File: src/rtl/core_op_sequencer.sv
// core_op_sequencer: programmable op table that replays loads, stores, AMOs
// and LR/SC through a req/gnt + rvalid port, one op outstanding at a time,
// counting data mismatches and spurious responses and aborting on timeout.
module core_op_sequencer #(
    parameter int ADDR_W  = 64,
    parameter int DATA_W  = 64,
    parameter int DEPTH   = 16,
    parameter int TIMEOUT = 1024,
    localparam int IW     = $clog2(DEPTH)
) (
    input  logic              clk,
    input  logic              rst_n,
    input  logic              prog_we_i,
    input  logic [IW-1:0]     prog_idx_i,
    input  logic [2:0]        prog_kind_i,
    input  logic [7:0]        prog_be_i,
    input  logic [ADDR_W-1:0] prog_addr_i,
    input  logic [DATA_W-1:0] prog_wdata_i,
    input  logic [4:0]        prog_amo_op_i,
    input  logic              prog_amo_word_i,
    input  logic              prog_chk_i,
    input  logic [DATA_W-1:0] prog_exp_i,
    input  logic              start_i,
    input  logic [IW:0]       num_ops_i,
    output logic              seq_req_o,
    output logic              seq_we_o,
    output logic [7:0]        seq_be_o,
    output logic [ADDR_W-1:0] seq_addr_o,
    output logic [DATA_W-1:0] seq_wdata_o,
    output logic              seq_amo_o,
    output logic              seq_lr_o,
    output logic              seq_sc_o,
    output logic [4:0]        seq_amo_op_o,
    output logic              seq_amo_word_o,
    input  logic              seq_gnt_i,
    input  logic              seq_rvalid_i,
    input  logic [DATA_W-1:0] seq_rdata_i,
    output logic              busy_o,
    output logic              done_o,
    output logic              timeout_o,
    output logic [15:0]       err_cnt_o,
    output logic [DATA_W-1:0] last_rdata_o
);
    // Handshake: seq_req_o is held with stable fields until seq_gnt_i is
    // sampled high on a rising edge; each granted op then owes exactly one
    // seq_rvalid_i pulse, and the next request is only raised after it.
    localparam int TW = $clog2(TIMEOUT + 1);

    localparam logic [2:0] K_STORE = 3'd1;
    localparam logic [2:0] K_AMO   = 3'd2;
    localparam logic [2:0] K_LR    = 3'd3;
    localparam logic [2:0] K_SC    = 3'd4;

    typedef enum logic [1:0] {
        S_IDLE   = 2'd0,
        S_ISSUE  = 2'd1,
        S_WAIT_R = 2'd2,
        S_FIN    = 2'd3
    } state_e;

    typedef struct packed {
        logic [2:0]        kind;
        logic [7:0]        be;
        logic [ADDR_W-1:0] addr;
        logic [DATA_W-1:0] wdata;
        logic [4:0]        amo_op;
        logic              amo_word;
        logic              chk;
        logic [DATA_W-1:0] exp;
    } op_t;

    op_t               table_q [DEPTH];
    op_t               cur_op;
    state_e            state_q, state_d;
    logic [IW:0]       ptr_q, ptr_d;
    logic [IW:0]       num_q, num_d;
    logic [TW-1:0]     tcnt_q, tcnt_d;
    logic [15:0]       err_q, err_d;
    logic              done_q, done_d;
    logic              tmo_q, tmo_d;
    logic [DATA_W-1:0] last_q, last_d;
    logic              busy;
    logic              start_ok;
    logic              last_op;
    logic              tmo_fire;

    assign cur_op   = table_q[ptr_q[IW-1:0]];
    assign busy     = (state_q == S_ISSUE) || (state_q == S_WAIT_R);
    assign start_ok = start_i && !busy;
    assign last_op  = (ptr_q + (IW+1)'(1)) == num_q;
    // An arriving grant or response wins over a timeout in the same cycle.
    assign tmo_fire = (tcnt_q >= TW'(TIMEOUT - 1)) &&
                      (((state_q == S_ISSUE) && !seq_gnt_i) ||
                       ((state_q == S_WAIT_R) && !seq_rvalid_i));

    // Op table: writable only when no run is in progress, never reset.
    always_ff @(posedge clk) begin
        if (prog_we_i && !busy) begin
            table_q[prog_idx_i] <= '{kind: prog_kind_i, be: prog_be_i, addr: prog_addr_i,
                                     wdata: prog_wdata_i, amo_op: prog_amo_op_i,
                                     amo_word: prog_amo_word_i, chk: prog_chk_i,
                                     exp: prog_exp_i};
        end
    end

    // State and run-status registers.
    always_ff @(posedge clk or negedge rst_n) begin
        if (!rst_n) begin
            state_q <= S_IDLE;
            ptr_q   <= '0;
            num_q   <= '0;
            tcnt_q  <= '0;
            err_q   <= '0;
            done_q  <= 1'b0;
            tmo_q   <= 1'b0;
            last_q  <= '0;
        end else begin
            state_q <= state_d;
            ptr_q   <= ptr_d;
            num_q   <= num_d;
            tcnt_q  <= tcnt_d;
            err_q   <= err_d;
            done_q  <= done_d;
            tmo_q   <= tmo_d;
            last_q  <= last_d;
        end
    end

    // Next-state: walk ISSUE/WAIT_R per op, FIN lasts one cycle.
    always_comb begin
        state_d = state_q;
        case (state_q)
            S_IDLE, S_FIN: begin
                if (start_ok) state_d = (num_ops_i == '0) ? S_FIN : S_ISSUE;
                else          state_d = S_IDLE;
            end
            S_ISSUE: begin
                if (seq_gnt_i)     state_d = S_WAIT_R;
                else if (tmo_fire) state_d = S_FIN;
            end
            S_WAIT_R: begin
                if (seq_rvalid_i)  state_d = last_op ? S_FIN : S_ISSUE;
                else if (tmo_fire) state_d = S_FIN;
            end
            default: state_d = S_IDLE;
        endcase
    end

    // Run bookkeeping: pointer, per-op timer, error count and sticky flags.
    always_comb begin
        logic err_inc;
        ptr_d   = ptr_q;
        num_d   = num_q;
        tcnt_d  = tcnt_q;
        done_d  = done_q;
        tmo_d   = tmo_q;
        last_d  = last_q;
        err_inc = 1'b0;
        if (start_ok) begin
            num_d  = num_ops_i;
            ptr_d  = '0;
            done_d = 1'b0;
            tmo_d  = 1'b0;
        end
        if (seq_rvalid_i) begin
            if (state_q == S_WAIT_R) begin
                last_d = seq_rdata_i;
                ptr_d  = ptr_q + (IW+1)'(1);
                if (cur_op.chk && (seq_rdata_i != cur_op.exp)) err_inc = 1'b1;
            end else begin
                err_inc = 1'b1;
            end
        end
        if (tmo_fire) tmo_d = 1'b1;
        if (state_d == S_FIN) done_d = 1'b1;
        if ((state_d == S_ISSUE) && (state_q != S_ISSUE)) tcnt_d = '0;
        else if (busy && (tcnt_q != TW'(TIMEOUT))) tcnt_d = tcnt_q + TW'(1);
        if (start_ok)                        err_d = '0;
        else if (err_inc && (err_q != 16'hFFFF)) err_d = err_q + 16'd1;
        else                                 err_d = err_q;
    end

    // Request outputs: decoded from the registered state and pointer only.
    always_comb begin
        seq_req_o      = 1'b0;
        seq_we_o       = 1'b0;
        seq_be_o       = '0;
        seq_addr_o     = '0;
        seq_wdata_o    = '0;
        seq_amo_o      = 1'b0;
        seq_lr_o       = 1'b0;
        seq_sc_o       = 1'b0;
        seq_amo_op_o   = '0;
        seq_amo_word_o = 1'b0;
        if (state_q == S_ISSUE) begin
            seq_req_o  = 1'b1;
            seq_be_o   = cur_op.be;
            seq_addr_o = cur_op.addr;
            case (cur_op.kind)
                K_STORE: begin
                    seq_we_o    = 1'b1;
                    seq_wdata_o = cur_op.wdata;
                end
                K_AMO: begin
                    seq_amo_o      = 1'b1;
                    seq_wdata_o    = cur_op.wdata;
                    seq_amo_op_o   = cur_op.amo_op;
                    seq_amo_word_o = cur_op.amo_word;
                end
                K_LR: seq_lr_o = 1'b1;
                K_SC: begin
                    seq_sc_o    = 1'b1;
                    seq_wdata_o = cur_op.wdata;
                end
                default: ;
            endcase
        end
    end

    assign busy_o       = busy;
    assign done_o       = done_q;
    assign timeout_o    = tmo_q;
    assign err_cnt_o    = err_q;
    assign last_rdata_o = last_q;

endmodule
File: config.mk
export PLATFORM = sky130hd
export DESIGN_NAME = core_op_sequencer
export DESIGN_NICKNAME = d
export VERILOG_FILES = /design/src/rtl/core_op_sequencer.sv
export SDC_FILE = /design/constraint.sdc
export NUM_CORES = 2
export LEC_CHECK = 0
export BUFFER_PORTS_ARGS = -buffer_cell sky130_fd_sc_hd__buf_4
export CORE_ASPECT_RATIO = 1.25
export CORE_UTILIZATION = 60
export CTS_CLUSTER_SIZE = 14
export DETAILED_ROUTE_END_ITERATION = 7
export PLACE_DENSITY_LB_ADDON = 0.25
export SLEW_MARGIN = 30
export SYNTH_ARGS = -nofsm -noshare
export SYNTH_HDL_FRONTEND = slang
export SYNTH_SLANG_ARGS = --single-unit
File: constraint.sdc
create_clock -name clk -period 22 [get_ports clk]
set_input_delay 2.2 -clock clk [delete_from_list [all_inputs] [get_ports clk]]
set_output_delay 2.2 -clock clk [all_outputs]
set_load 0.1 [all_outputs]
==> metrics.txt <==
worst r2r src ptr_q[0]$_DFF_PN0_; pre-CTS setup slack 13.92 ns; grt met3 use 5.43%; Slew Limit Fails 0; H-tree Lvls 5; most frequent cells in the layout 3360 x edfxtp_1, 957 x mux4_2, 614 x buf_4; Sink Count 3465; Crit. Startpoint ptr_q[0]$_DFF_PN0_; commonest non-fill, non-tap cell in the layout edfxtp_1; kind of critical path reg -> out; post-cts sizing count 0; synthesis-to-finish area growth 13.3%; RePlAce Congestion 0.799; first-pass GRT wire length 450 mm; Post-CTS Setup Bufs 0; clock skew 0.0309 ns; nets 6585; CP endpoint kind output pin; IO buf count 518; Async SR Flop Fraction 3.03%; Max Cap Viol 0; worst setup path end seq_addr_o[9]; CP max stage cell dfrtp_4; max incr delay on CP 0.95 ns; crit-path cells buf_12 > buf_12 > buf_4 > buf_6 > mux4_2 > mux4_2 > and2_1 > buf_4; vias per inst 6.67; Filler cells 13.0k; Post-Syn Area 133000 µm²; Clk pwr share 33.1%; Multi-input gate area 28300 µm²; Overall Global Routing Usage 28.0%; Net Switching 4530 µW; Fin Setup TNS 0 ns; GRT overflow 0; r2r setup slk 14.68 ns; hold path depth 2; largest net degree at the start of global routing 106; Post-CTS Hold Buffers 0; Tightest Pin Transition 1.13 ns; Top Family by Delay on Critical Path buffers and inverters; Syn. warnings 0; Gate power share 20.2%; dpl hpwl 163 mm; average size of a mapped cell 23.8 µm²; number of buffers created by CTS 326; Core Region 220000 µm²; synthesized net count 5899; vias in the first global route 64.2k; status complete, no violations; Starting Density 60.6%; GR peak layer met2; Die X 423 µm; PD cells 107 nW/µm²; Ports 519; Slew headroom 24.7%; drt pass-1 iters 6; Rows 192; fmax 117 MHz; final period utilization 39.0%; met1 Usage GRT 39.0%; Switching Share 28.0%; WL/cell 33.0 µm; Startpoint Class flop; Distinct cells, synth 70; Post-Syn Instances 5604; antenna violations before repair 48; DR DRC count 0; #FFs+latches synth 3465; final setup violation count 0; DIE HEIGHT 529 µm; via count 63.1k; Skew-Pair Late Insertion Delay 0.87 ns; layout cells sized above 1 33.1%; Final Hold Fails 0; r2r worst-path depth 14; Leakage 0.0477 µW; Post-synth EDFFs 3360; worst min-delay path category reg -> reg; die area 224000 µm²; RSZ-0062 raised after global routing false; Int Pwr 11700 µW; Root Driver clkbuf_16; Clock Pin Slew Worst Setup and Hold Paths 0.07 ns; DR iter-0 viols 6974; worst flop-to-flop path endpoint err_cnt_o[5]$_DFFE_PN0P_; Max clock buf depth 4; sequential share of the synthesized area 77.8%; Req. time, crit path 19.80 ns; CP Max Fanout 96; Reg power frac 46.7%; Primary FF master, synth edfxtp_1; maximum VDD drop 0.0932 mV; register area 104000 µm²; TritonCTS clock tree built; Worst Path Buf+Inv 5; setup ws final 13.43 ns; critical path depth in cells 8; total wire length 312 mm; remaining antenna violation count 0; WP data arrival 6.37 ns; GRT met2 Usage 46.0%; crit path time final 8.57 ns
-- synth_stat cells, drive strengths merged, types with 12 or more instances --
| cell type | n | area (µm²) |
|---|---|---|
| mux4 | 960 | 21600 |
| edfxtp | 3360 | 101000 |
| a221oi | 23 | 220 |
| inv | 14 | 52.6 |
| and2 | 84 | 526 |
| buf | 175 | 937 |
| dfrtp | 105 | 2630 |
| nor2 | 60 | 225 |
| clkbuf | 116 | 435 |
| o21ai | 24 | 124 |
| nand3 | 13 | 65.1 |
| nand2 | 60 | 225 |
| a22oi | 25 | 188 |
| nand4 | 12 | 75.1 |
| nor3 | 21 | 105 |
| a21oi | 16 | 80.1 |
| xor2 | 55 | 482 |
| nor4 | 14 | 93.8 |
| o22ai | 25 | 156 |
| xnor2 | 39 | 342 |
| and3 | 73 | 457 |
| mux2 | 85 | 957 |
| mux2i | 119 | 1190 |
| nand2b | 32 | 200 |
-- worst min-delay path by stage --
stage	startpoint	to	slack (ns)
after CTS	last_rdata_o[9]$_DFFE_PN0P_	last_rdata_o[9]$_DFFE_PN0P_	0.49
final	last_rdata_o[9]$_DFFE_PN0P_	last_rdata_o[9]$_DFFE_PN0P_	0.49
after global routing	last_rdata_o[9]$_DFFE_PN0P_	last_rdata_o[9]$_DFFE_PN0P_	0.51
after detailed placement	last_rdata_o[9]$_DFFE_PN0P_	last_rdata_o[9]$_DFFE_PN0P_	0.47
after global placement	last_rdata_o[9]$_DFFE_PN0P_	last_rdata_o[9]$_DFFE_PN0P_	0.47
after floorplan	num_q[1]$_DFFE_PN0P_	num_q[1]$_DFFE_PN0P_	0.50
-- through the flow --
step | hold slack [ns] | instances | utilization [%] | instance area, µm² | power, µW
3_3_place_gp | 0.469 | 8867 | 64.0 | 141000 | 10900
5_1_grt | 0.513 | 9447 | 68.7 | 151000 | 16700
6_report | 0.487 | 9460 | 68.7 | 151000 | 16200
3_5_place_dp | 0.475 | 8871 | 64.1 | 141000 | 11000
2_1_floorplan | 0.500 | 5604 | - | 133000 | 10200
4_1_cts | 0.489 | 9432 | 68.6 | 151000 | 16300
-- power groups by stage --
stage | logic [µW] | registers (µW) | clock network, µW
finish | 3270 | 7560 | 5360
global route | 3420 | 7570 | 5660
CTS | 3310 | 7560 | 5430
detailed placement | 3290 | 7700 | 0
global placement | 3250 | 7680 | 0
floorplan | 2060 | 8150 | 0
-- layer usage --
metal | up-vias | share of wire (%) | wire, µm
met1 | 34100 | 38 | 119000
met4 | 42 | 2.3 | 7100
met5 | - | 0.082 | 255
li1 | 25300 | - | -
met3 | 460 | 8.9 | 27700
met2 | 3219 | 51 | 158000
-- worst min-delay path: stages, from the launching register on --
cell and delay [ns]:
dfrtp_1 0.34, nand2_1 0.04, o21ai_0 0.06
-- cell families after synthesis --
kind of cell | synth area share [%]
compound gates | 0.979
xor+xnor | 0.619
fa+ha+maj | 0.0564
buf+inv | 1.07
flops | 77.8
mux | 17.9
simple gates | 1.63
-- final cells by class --
type,count,share of cell area (%)
repair buffers,649,3.45
clock buffers,419,5.79
inverters,14,0.0398
clock inverters,142,0.836
well taps,2910,2.41
diodes,27,0.0448
multi-input cells,1834,18.8
flip-flops and latches,3465,68.7
-- flip-flops by register name, indices dropped and copies added (netlist names) --
| signal | count |
|---|---|
| last_rdata_o | 64 |
| timeout_o | 1 |
| ptr_q | 5 |
| state_q | 2 |
| done_o | 1 |
| num_q | 5 |
| table_q | 3360 |
| tcnt_q | 11 |
| err_cnt_o | 16 |
(Power assumes the default switching activity.)
